===== src/rtl/cla_result_accumulator.sv =====
// Multi-beat accumulator behind the carry-lookahead adder: sums `count` adder results into an ACC_W register.
// Optional build macro CLA_ACC_SATURATE_EN clamps the total at all-ones on overflow instead of wrapping.
module cla_result_accumulator #(
  parameter int N     = 8,
  parameter int ACC_W = 16,
  parameter int CNT_W = 4
) (
  input  logic             clk,
  input  logic             rst,
  input  logic             start,
  input  logic [CNT_W-1:0] count,
  input  logic             in_valid,
  output logic             in_ready,
  input  logic [N:0]       in_result,
  output logic             out_valid,
  input  logic             out_ready,
  output logic [ACC_W-1:0] out_sum,
  output logic             out_ovf,
  output logic             busy
);

  // Handshakes: a transfer happens on a rising edge where valid and ready are both 1.
  // The ready/valid driven here come from the registered state only, never from the partner's signal.
  typedef enum logic [1:0] {
    ST_IDLE  = 2'd0,
    ST_ACCUM = 2'd1,
    ST_DONE  = 2'd2
  } state_t;

  state_t           state, state_next;
  logic [CNT_W-1:0] remaining, remaining_next;
  logic [ACC_W-1:0] acc, acc_next;
  logic             ovf, ovf_next;
  logic [ACC_W:0]   sum_ext;

  // Bit ACC_W of the widened sum is the carry out of the accumulator.
  assign sum_ext = {1'b0, acc} + {{(ACC_W - N){1'b0}}, in_result};

  always_ff @(posedge clk) begin
    if (rst) begin
      state     <= ST_IDLE;
      remaining <= '0;
      acc       <= '0;
      ovf       <= 1'b0;
    end else begin
      state     <= state_next;
      remaining <= remaining_next;
      acc       <= acc_next;
      ovf       <= ovf_next;
    end
  end

  always_comb begin
    state_next     = state;
    remaining_next = remaining;
    acc_next       = acc;
    ovf_next       = ovf;
    case (state)
      ST_IDLE: begin
        if (start) begin
          remaining_next = count;
          acc_next       = '0;
          ovf_next       = 1'b0;
          state_next     = (count == '0) ? ST_DONE : ST_ACCUM;
        end
      end
      ST_ACCUM: begin
        if (in_valid) begin
          remaining_next = remaining - CNT_W'(1);
          if (sum_ext[ACC_W]) ovf_next = 1'b1;
`ifdef CLA_ACC_SATURATE_EN
          acc_next = (sum_ext[ACC_W] || ovf) ? '1 : sum_ext[ACC_W-1:0];
`else
          acc_next = sum_ext[ACC_W-1:0];
`endif
          if (remaining == CNT_W'(1)) state_next = ST_DONE;
        end
      end
      ST_DONE: begin
        if (out_ready) state_next = ST_IDLE;
      end
      default: state_next = ST_IDLE;
    endcase
  end

  assign in_ready  = (state == ST_ACCUM);
  assign out_valid = (state == ST_DONE);
  assign busy      = (state == ST_ACCUM) || (state == ST_DONE);
  assign out_sum   = acc;
  assign out_ovf   = ovf;

endmodule

===== config.mk =====
export PLATFORM = sky130hd
export DESIGN_NAME = cla_result_accumulator
export DESIGN_NICKNAME = d
export VERILOG_FILES = /design/src/rtl/cla_result_accumulator.sv
export SDC_FILE = /design/constraint.sdc
export NUM_CORES = 1
export LEC_CHECK = 0
export BUFFER_PORTS_ARGS = -buffer_cell sky130_fd_sc_hd__buf_2
export CORE_UTILIZATION = 35
export CTS_CLUSTER_SIZE = 14
export DETAILED_ROUTE_END_ITERATION = 7
export GPL_TIMING_DRIVEN = 0
export PLACE_DENSITY = 0.53
export SYNTH_ARGS = -nofsm -noshare
export SYNTH_HDL_FRONTEND = slang
export SYNTH_SLANG_ARGS = --single-unit

===== constraint.sdc =====
create_clock -name clk -period 4.3 [get_ports clk]
set_input_delay 0.645 -clock clk [delete_from_list [all_inputs] [get_ports clk]]
set_output_delay 0.645 -clock clk [all_outputs]
set_load 0.1 [all_outputs]

# == Word level (Yosys, flattened, before mapping) ==
# Cells that the tools add are included.
# op_classes
reduce_logical,7
eq_ne,8
n_addsub,2
muxes,16
multipliers,0
n_div,0
n_bitwise,0
n_lt_le_gt_ge,0
n_shift,0
# op_table
op,count
$mux W16,2
$pmux W16 S2,1
$add A16 B9 Y17,1
$mux W2,5
$mux W4,2
$pmux W4 S2,1
$reduce_and A4 Y1,2
$ne A2 B1 Y1 const B,3
$pmux W2 S3,1
$eq A4 B1 Y1 const B,1
$logic_not A4 Y1,1
$ne A2 B2 Y1 const B,2
$sub A4 B1 Y4 const B,1
$mux W1,3
$reduce_and A3 Y1,1
$eq A2 B1 Y1 const B,1
$eq A2 B2 Y1 const B,1
$logic_not A2 Y1,1
$pmux W1 S2,1
$reduce_bool A2 Y1,1
$logic_or A1 B1 Y1,1
# totals
romBits,0
latchBits,0
mem_bits_rw,0
n_memories,0
reg_bits,23

# == Longest topological paths before layout ==
# depth
depth_word,4
ltp_mapped,8
depth_no_buf,8

# == Least setup slack after synthesis ==
# No wires, ideal clock.
# synth_path
path_kind,reg-to-reg
startpoint,register acc[0] (netlist: out_sum[0])
endpoint,register acc[14] (netlist: out_sum[14])
arrival_time_ps,2726
path_stages_with_launch,9
period_less_slack_ps,2848
required_time_ps,4178
n_path_buf,0
path_slack_ps,1452
path_cell_list,dfxtp_1 ha_1 inv_1 fa_1 nand2b_1 a21oi_1 o211ai_1 mux2i_1 a311o_1
# synth_between
elab_chain_cells,3
# synth_rtl
item,line_no,rtl
"start, declared",32,"logic [ACC_W-1:0] acc, acc_next;"
"start signal, assigned",48,acc <= acc_next;
$add A16 B9 Y17,37,"assign sum_ext = {1'b0, acc} + {{(ACC_W - N){1'b0}}, in_result};"
$mux W16,68,if (in_valid) begin
$pmux W16 S2,58,case (state)
# Every way passes these cells. The select of a mux whose other input is x is not followed.
# A chain may end at the register's enable or synchronous reset.

# == Worst setup path in the final report ==
# layout_path
startpoint,input port in_result[0]
endpoint,register acc[14] (netlist: out_sum[14])
# layout_between
elab_chain_cells,3
# layout_rtl
item,line_no,rtl
"start, declared",14,"input logic [N:0] in_result,"
$add A16 B9 Y17,37,
$mux W16,68,
$pmux W16 S2,58,
# Every way passes these cells. The select of a mux whose other input is x is not followed.

==> reports/results.ini <==
[run_status]
status=completed

[place]
placed_cells=289
place_congestion=0.778
portBuffers=37
dp_hpwl_mm=2.93
preCtsSetupSlack_ns=1.56

[worst_setup_path]
critPathCaptureType=flip-flop
startpoint_type=input pin
cp.arrival_ns=2.64
worstPathMaxFanout=7
crit_type=input pin to flip-flop
required_ns=4.45

[clock_network]
clk_pin_slew_ns=0.08
cts_root_buf=clkbuf_8
cts_setup_buffers=0
post_cts_resized=0
cts_tree=yes
numCtsBuffers=3
clock-sinks=23
hold_buffers=0
cts_buffer_depth=2
h-tree-depth=1
clock_latency_ns=0.26

[floorplan]
die_h_um=69.0
num_rows=24
core_area_um2=4320
initial_core_util_pct=36.4
ios=38
die_area_um2=4770
dieWidth_um=69.0

[drt]
vias=1536
drcViolationCount=0
drt_iter0_markers=67
drt_pass1_iterations=4
finalWirelength_mm=3.74
wl_per_cell_um=12.8
detail-route-antenna-nets=0
vias_per_cell=5.24

[grt]
grt_pass1_wl_mm=6.75
globalRouteOverflowTotal=0
grt_start_max_net_pins=13
grt_pass1_vias=1450
antenna_found_initial=0
track_usage_pct=17.2

[power_and_ir_drop]
p_sw_share_pct=55.1
p_int_w=0.000519
p_per_area_nw_per_um2=619
switchingPower_w=0.000638
power_frac_seq_pct=25.2
combPwrFrac_pct=63.4
peakVddDrop_uv=251
power.leakage_nw=0.807
clkPwrFrac_pct=11.4

[synth]
synth.area.mux_share_pct=1.27
syn-num-nets=233
ys_async_sr_fraction_pct=0
synth_most_common_cell=dfxtp_1
synthesis.area_um2=1570
synth_compound_area_share_pct=24.6
synthAdderAreaFrac_pct=12.4
synth_flop_cell=dfxtp_1
synth_xor_xnor_area_share_pct=2.78
yosysWarningCount=0
yosysTopAreaCellShare_pct=29.3
syn_inst=200
synth_edf_count=0
yosysTopAreaCell=dfxtp_1
synth-simple-area-share_pct=24.2
synth_area_per_cell_um2=7.86
synth-seq-cells=23
synthTopCellsByCount=23 x dfxtp_1, 20 x a21oi_1, 15 x nand2_1, 15 x nor2_1
synth_top_family_by_area=compound AO/OA/AOI/OAI gates
yosysSeqAreaShare_pct=29.3
ys_top_cells_by_area=dfxtp_1 29%, ha_1 11%, a21oi_1 6.4%, o211ai_1 4.3%, o21ai_0 4.1%
synth_cell_type_count=38

[timing]
setup_viol=0
period_minus_slack_ns=2.49
finalSetupTns_ns=0
finalCritPeriodShare_pct=57.8
slew_violations=0
timing.fmax_ghz=0.402
skew_ns=0.00324
max_slew_margin_pct=40.1
tightest_slew_ns=0.876
rsz0062_at_grt=no
setup_slack_ns=1.81
finalHoldViolations=0

[layout]
nFillCells=485
final_nets=275
stdcell_count=293
drive_gt1_share_pct=17.8
area_delta_synth_final_pct=18.8
fin_util_pct=43.2
multiInputGateArea_um2=1030
antenna_cells=0
seqCellArea_um2=460

[worst_hold_path]
min_path_type=flip-flop to flip-flop

[run]
maxCapViolCount=0

-- final cells by class --
class                   count  area share (%)
plain buffers               7            1.81
repair buffers             37            9.91
inverters                  14            2.81
clock buffers               4            2.41
well taps                  52            3.48
multi-input cells         156            54.9
flip-flops and latches     23            24.6
-- through the flow --
step / instance area, µm² / power, W / hold slack [ns]
finish: 1870 / 0.00116 / 0.473
CTS: 1870 / 0.00117 / 0.476
floorplan: 1570 / 0.000901 / 0.457
global route: 1870 / 0.00125 / 0.505
detailed placement: 1820 / 0.00103 / 0.456
global placement: 1820 / 0.00103 / 0.447
-- kinds of logic (layout without fill, tap and decap cells) --
| family | count (synthesis) | count (layout) |
|---|---|---|
| simple gates | 73 | 73 |
| xor+xnor | 5 | 5 |
| mux | 2 | 2 |
| compound gates | 61 | 61 |
| flops | 23 | 23 |
| buf+inv | 21 | 62 |
| fa+ha+maj | 15 | 15 |
-- routing by layer --
layer | track usage [%] | vias to the layer above | share of wire, %
met3 | 3.65 | 2 | 3.1
met4 | 2.72 | 0 | 0.53
met2 | 27.5 | 27 | 44
met5 | 0 | - | 0
met1 | 24.0 | 698 | 52
li1 | - | 809 | -
-- final timing paths --
path              slack (ns)         start          end  cells past startpoint
hold / removal          0.47       out_ovf      out_ovf                      1
setup reg to reg        1.90    out_sum[0]  out_sum[14]                      8
hold reg to reg         0.47       out_ovf      out_ovf                      1
setup / recovery        1.81  in_result[0]  out_sum[14]                      9
-- power by group through the flow --
stage / combinational [W] / sequential, W / clock [W]
after floorplan: 0.000470 / 0.000432 / 0
after global placement: 0.000737 / 0.000296 / 0
after detailed placement: 0.000734 / 0.000297 / 0
after CTS: 0.000735 / 0.000292 / 0.000139
after global routing: 0.000805 / 0.000300 / 0.000150
final: 0.000734 / 0.000291 / 0.000131
-- placed cells by master, fill, tap and decap left out, drive strengths merged, types with 3 or more instances in the layout --
master and instances:
inv 14, nand3 10, nand2b 8, nand2 15, a21oi 20, o211ai 9, buf 38, nand3b 3
dfxtp 23, clkbuf 10, nor2 15, a22oi 4, nand4 4, xnor2 3, nor2b 4, o21ai 13
a211oi 4, or3 5, ha 14
-- registers in the layout, indices dropped and copies added (netlist names) --
name and flops:
out_ovf 1, out_sum 16, remaining 4, state 2
-- worst max-delay path: stages --
cell	delay [ns]
buf_2	0.08
ha_1	0.18
inv_1	0.06
fa_1	0.38
nand2b_1	0.22
a21oi_1	0.23
o211ai_1	0.31
mux2i_1	0.20
a311o_1	0.34
Note: power is estimated with default switching activity, not from simulation.
